===== src/rtl/procb_state_ctrl_pkg.sv =====
// Shared types and field layout for the procb save/restore controller.
// Save word, MSB first: total_bytes[9:0], rem_cnt[6:0], pad_pending, fin.
package procb_state_ctrl_pkg;

    localparam int PROCB_SAVE_MSB   = 18;
    localparam int PROCB_TOTAL_LSB  = 9;
    localparam int PROCB_REMCNT_LSB = 2;
    localparam int PROCB_PAD_BIT    = 1;
    localparam int PROCB_FIN_BIT    = 0;

    typedef logic [PROCB_SAVE_MSB:0] procb_save_t;

    typedef enum logic [2:0] {
        ST_IDLE  = 3'd0,
        ST_LOAD  = 3'd1,
        ST_OFFER = 3'd2,
        ST_RUN   = 3'd3,
        ST_SAVE  = 3'd4
    } procb_st_t;

    function automatic logic [9:0] total_of(input procb_save_t w);
        return w[PROCB_SAVE_MSB:PROCB_TOTAL_LSB];
    endfunction

endpackage


===== src/rtl/procb_state_ctrl_valid_bits.sv =====
// Per-thread "saved record valid" flags.
// Either clear port beats a same-cycle set on the same thread.
module procb_valid_bits #(
    parameter int N  = 16,
    parameter int IW = 4
) (
    input  logic          CLK,
    input  logic          RST,
    input  logic          set_en,
    input  logic [IW-1:0] set_idx,
    input  logic          clr_a_en,
    input  logic [IW-1:0] clr_a_idx,
    input  logic          clr_b_en,
    input  logic [IW-1:0] clr_b_idx,
    output logic [N-1:0]  valid
);

    // Flag update: clear has priority over set.
    always_ff @(posedge CLK or posedge RST) begin
        if (RST) begin
            valid <= '0;
        end else begin
            for (int i = 0; i < N; i++) begin
                if ((clr_a_en && clr_a_idx == IW'(i)) ||
                    (clr_b_en && clr_b_idx == IW'(i))) begin
                    valid[i] <= 1'b0;
                end else if (set_en && set_idx == IW'(i)) begin
                    valid[i] <= 1'b1;
                end
            end
        end
    end

endmodule


===== src/rtl/procb_state_ctrl.sv =====
// Save/restore controller for the procb engine.
// Loads a thread's saved word into the engine and writes it back.
module procb_state_ctrl
    import procb_state_ctrl_pkg::*;
#(
    parameter int N_THREADS     = 16,
    parameter int N_THREADS_MSB = $clog2(N_THREADS) - 1
) (
    input  logic                    CLK,
    input  logic                    RST,
    input  logic [N_THREADS_MSB:0]  start_thread_num,
    input  logic                    start_valid,
    output logic                    start_ready,
    input  logic [N_THREADS_MSB:0]  clr_thread_num,
    input  logic                    clr_en,
    output logic [N_THREADS_MSB:0]  eng_thread_num,
    output logic [PROCB_SAVE_MSB:0] eng_state,
    output logic                    eng_state_valid,
    input  logic                    eng_state_ready,
    input  logic                    upd_valid,
    input  logic [PROCB_SAVE_MSB:0] upd_state,
    input  logic                    upd_finished,
    output logic                    upd_ready,
    output logic [N_THREADS_MSB:0]  mem_wr_thread_num,
    output logic                    mem_wr_en,
    output logic [PROCB_SAVE_MSB:0] mem_din,
    output logic [N_THREADS_MSB:0]  mem_rd_thread_num,
    input  logic [PROCB_SAVE_MSB:0] mem_dout,
    output logic                    err
);

    localparam int IW = N_THREADS_MSB + 1;

    procb_st_t            st;
    logic [IW-1:0]        cur_thr;
    logic [N_THREADS-1:0] valid;
    logic                 start_bad;
    logic                 clr_hits_cur;
    logic                 load_valid;
    logic                 fin_clr;
    logic                 save_set;

    assign start_bad    = 32'(start_thread_num) >= N_THREADS;
    assign clr_hits_cur = clr_en && (clr_thread_num == cur_thr);
    assign load_valid   = valid[cur_thr] && !clr_hits_cur;
    assign fin_clr      = (st == ST_RUN) && upd_valid && upd_finished;
    assign save_set     = (st == ST_SAVE);

    assign start_ready       = (st == ST_IDLE) && !RST;
    assign eng_thread_num    = cur_thr;
    assign mem_rd_thread_num = cur_thr;

    procb_valid_bits #(
        .N  (N_THREADS),
        .IW (IW)
    ) u_valid (
        .CLK       (CLK),
        .RST       (RST),
        .set_en    (save_set),
        .set_idx   (cur_thr),
        .clr_a_en  (clr_en),
        .clr_a_idx (clr_thread_num),
        .clr_b_en  (fin_clr),
        .clr_b_idx (cur_thr),
        .valid     (valid)
    );

    // Thread sequencing FSM with registered engine/RAM outputs.
    always_ff @(posedge CLK or posedge RST) begin
        if (RST) begin
            st                <= ST_IDLE;
            cur_thr           <= '0;
            eng_state         <= '0;
            eng_state_valid   <= 1'b0;
            upd_ready         <= 1'b0;
            mem_wr_en         <= 1'b0;
            mem_wr_thread_num <= '0;
            mem_din           <= '0;
            err               <= 1'b0;
        end else begin
            mem_wr_en <= 1'b0;
            if (upd_valid && st != ST_RUN) begin
                err <= 1'b1;
            end
            if (eng_state_ready && st != ST_OFFER) begin
                err <= 1'b1;
            end
            if (start_valid && start_bad) begin
                err <= 1'b1;
            end
            unique case (st)
                ST_IDLE: begin
                    if (start_valid && !start_bad) begin
                        cur_thr <= start_thread_num;
                        st      <= ST_LOAD;
                    end
                end
                ST_LOAD: begin
                    eng_state       <= load_valid ? mem_dout : '0;
                    eng_state_valid <= 1'b1;
                    st              <= ST_OFFER;
                end
                ST_OFFER: begin
                    if (eng_state_ready) begin
                        eng_state_valid <= 1'b0;
                        upd_ready       <= 1'b1;
                        st              <= ST_RUN;
                    end
                end
                ST_RUN: begin
                    if (upd_valid) begin
                        upd_ready <= 1'b0;
                        if (total_of(upd_state) < total_of(eng_state)) begin
                            err <= 1'b1;
                        end
                        if (upd_finished) begin
                            st <= ST_IDLE;
                        end else begin
                            mem_wr_en         <= 1'b1;
                            mem_wr_thread_num <= cur_thr;
                            mem_din           <= upd_state;
                            st                <= ST_SAVE;
                        end
                    end
                end
                ST_SAVE: begin
                    st <= ST_IDLE;
                end
                default: begin
                    st <= ST_IDLE;
                end
            endcase
        end
    end

endmodule


===== config.mk =====
export PLATFORM = sky130hd
export DESIGN_NAME = procb_state_ctrl
export DESIGN_NICKNAME = d
export VERILOG_FILES = /design/src/rtl/procb_state_ctrl_pkg.sv /design/src/rtl/procb_state_ctrl_valid_bits.sv /design/src/rtl/procb_state_ctrl.sv
export SDC_FILE = /design/constraint.sdc
export NUM_CORES = 1
export LEC_CHECK = 0
export ABC_AREA = 1
export BUFFER_PORTS_ARGS = -buffer_cell sky130_fd_sc_hd__buf_2
export CELL_PAD_IN_SITES_DETAIL_PLACEMENT = 1
export CELL_PAD_IN_SITES_GLOBAL_PLACEMENT = 2
export CORE_MARGIN = 5
export CORE_UTILIZATION = 26
export CTS_CLUSTER_SIZE = 40
export DETAILED_ROUTE_END_ITERATION = 16
export GPL_TIMING_DRIVEN = 1
export HOLD_SLACK_MARGIN = 0.03
export PLACE_DENSITY = 0.75
export SLEW_MARGIN = 20
export SYNTH_ARGS = -nofsm -noshare
export SYNTH_HDL_FRONTEND = slang
export SYNTH_SLANG_ARGS = --single-unit

===== constraint.sdc =====
create_clock -name CLK -period 2.1 [get_ports CLK]
set_clock_uncertainty 0.1 [all_clocks]
set_input_delay 0.315 -clock CLK [delete_from_list [all_inputs] [get_ports CLK]]
set_output_delay 0.315 -clock CLK [all_outputs]
set_load 0.005 [all_outputs]

==> flow_metrics.env <==
export IMPL_crit_slowest_cell="dfrtp_1"
export IMPL_initial_core_util=0.262
export IMPL_cp_required_ns=2.27
export IMPL_cpPeakStageDelay_ns=0.49
export IMPL_synth_top_area_frac=0.458
export IMPL_synth_edf_count=0
export IMPL_avgViaCountPerCell=4.60
export IMPL_syn_area_sq_mm=0.00377
export IMPL_final_net_count=652
export IMPL_maxSlewHeadroom=0.608
export IMPL_n_fill_cell=1763
export IMPL_critical_path_top_delay_family="simple AND/OR/NAND/NOR gates"
export IMPL_postCtsSetupRepairBufs=0
export IMPL_finalSetupViolations=0
export IMPL_syn_nets=547
export IMPL_die_area_sq_mm=0.0170
export IMPL_critical_path_buf_inv_count=2
export IMPL_period_needed_ns=1.87
export IMPL_track_usage=0.147
export IMPL_wire_per_inst_um=15.6
export IMPL_synth_distinct_cells=36
export IMPL_crit_chain="inv_2, nand2_1, nand2_1, nand2_1, nand2_1, nand2_1, nand2_1, inv_2, nand2_4, nand3_1, nand2_1"
export IMPL_setup_tns_ns=0
export IMPL_multi_input_area_sq_mm=0.00164
export IMPL_grt_setup_unrepaired="no"
export IMPL_grt_pass1_vias=3765
export IMPL_fmax_mhz=533
export IMPL_clock_latency_ns=0.33
export IMPL_ys_warn_count=0
export IMPL_gp_congestion=0.857
export IMPL_path_common_cell="nand2_1"
export IMPL_coreArea_sq_mm=0.0144
export IMPL_critPathKind="flop to flop"
export IMPL_cp_end_kind="flop"
export IMPL_status="completed"
export IMPL_hpwl_mm=9.15
export IMPL_synthArstFlopShare=1.00
export IMPL_syn_inst=485
export IMPL_clk_pin_slew_ns=0.05
export IMPL_cts_root_buf="clkbuf_16"
export IMPL_cp_arrival_ns=2.05
export IMPL_crit_start="eng_thread_num[0]$_DFFE_PP0P_"
export IMPL_grt_max_degree=41
export IMPL_synthTopCellsByArea="dfrtp_1, nand2_1, nor2_1, inv_1, nand3_1"
export IMPL_drc=0
export IMPL_die_w_um=130
export IMPL_dr_pass1_iters=4
export IMPL_cp_depth=11
export IMPL_ys_seq_area_frac=0.458
export IMPL_hold_class="input port to flop"
export IMPL_grt_pass1_wl_mm=19.7
export IMPL_numPortBuffers=107
export IMPL_max_cap_violations=0
export IMPL_cts_tree="done"
export IMPL_cts_buffers=9
export IMPL_hp_start="upd_finished"
export IMPL_synth_common_cells="nand2_1, dfrtp_1, nor2_1"
export IMPL_via_count=3557
export IMPL_r2r_cells=11
export IMPL_p_leak_uw=0.00253
export IMPL_power_total_uw=6200
export IMPL_syn2layout_area_growth_pct=24.2
export IMPL_startpoint_type="flop"
export IMPL_ys_seq_elements=69
export IMPL_cp_max_fo=19
export IMPL_timing_rr_start="eng_thread_num[0]$_DFFE_PP0P_"
export IMPL_slew_violations=0
export IMPL_yosysTopAreaCell="dfrtp_1"
export IMPL_regArea_sq_mm=0.00173
export IMPL_grt_ovfl_total=0
export IMPL_drtAntennaViolNets=0
export IMPL_hold_violations=0
export IMPL_wl_mm=12.1
export IMPL_peakVddDrop_mv=0.427
export IMPL_postSynthAreaPerCell_sq_um=7.77
export IMPL_antenna_found_initial=0
export IMPL_cts_buffer_depth=2
export IMPL_period_share=0.893
export IMPL_diodes=0
export IMPL_cts_resized=0
export IMPL_cts_sinks=69
export IMPL_yosysMostFrequentCell="nand2_1"
export IMPL_drive_above_1_share=0.263
export IMPL_synth_ff_type="dfrtp_1"
export IMPL_whs_ns=0.0790
export IMPL_dieHeight_um=130
export IMPL_cts_htree_levels=3
export IMPL_tightest_slew_ns=0.587
export IMPL_hold_depth=2
export IMPL_hold_buffers=1
export IMPL_first_iter_violations=171
export IMPL_power_density_mw_per_mm2=1320
export IMPL_pin_count=108
export IMPL_num_rows=44
[final cells by class]
class	count	share of cell area
clock buffer	11	0.0519
tap	184	0.0492
multi-input combinational	340	0.350
inverter	53	0.0433
sequential	69	0.369
timing repair buffer	117	0.136
[power by group]
| group | leakage [uW] | internal, uW | total (uW) | switching, uW |
|---|---|---|---|---|
| Combinational | 0.00153 | 956 | 2570 | 1610 |
| Sequential | 0.000878 | 1870 | 2290 | 427 |
| Clock | 0.000119 | 798 | 1340 | 541 |
| Total | 0.00253 | 3620 | 6200 | 2580 |
[stage by stage]
stage	utilization	worst slack (ns)	std cells	instance area, sq um
3_3_place_gp	0.308	0.248	762	4430
5_1_grt	0.326	0.0255	774	4680
3_5_place_dp	0.308	0.221	762	4430
4_1_cts	0.326	0.207	774	4680
6_report	0.326	0.225	774	4680
2_1_floorplan	-	0.529	485	3770
[logic make-up (layout without fill, tap and decap cells)]
| family | Yosys count | after routing | synth area share |
|---|---|---|---|
| xor gates and xnor gates | 1 | 1 | 0.00233 |
| AOI/OAI and AO/OA | 45 | 45 | 0.0697 |
| DFF | 69 | 69 | 0.458 |
| and+or+nand+nor | 285 | 285 | 0.333 |
| adders and majority gates | 9 | 9 | 0.0299 |
| buffers and inverters | 76 | 181 | 0.107 |
[flip-flops by register name, summed over array words and instances, names as in the netlist]
register,flops
eng_state,19
mem_din,19
u_valid.valid,16
eng_thread_num,4
mem_wr_thread_num,4
st,3
eng_state_valid,1
err,1
mem_wr_en,1
upd_ready,1
[worst paths after layout]
check | slack [ns] | end
max reg2reg | 0.23 | eng_state[12]$_DFFE_PP0P_
min reg2reg | 0.37 | mem_din[2]$_DFFE_PP0P_
min in group asynchronous | 0.50 | u_valid.valid[4]$_DFFE_PP0P_
min | 0.08 | st[2]$_DFFE_PP0P_
max | 0.23 | eng_state[12]$_DFFE_PP0P_
max in group asynchronous | 0.89 | mem_din[5]$_DFFE_PP0P_
[cells in the final DEF, fill, tap and decap left out, types with 10 or more instances in the layout]
cell type,netlist,routed
inv_1,44,43
dfrtp_1,69,69
buf_2,5,107
o21ai_0,10,10
a21oi_1,15,15
nand3_2,11,11
nand3_1,25,25
nor2_1,53,53
nand2_1,167,167
a31oi_1,11,11
[layer usage]
layer  part of all wire  GRT usage
met4              0.020     0.0575
met3              0.048     0.0276
met1               0.43      0.190
met2               0.50      0.246
met5                  0          0
(Power assumes the default switching activity.)
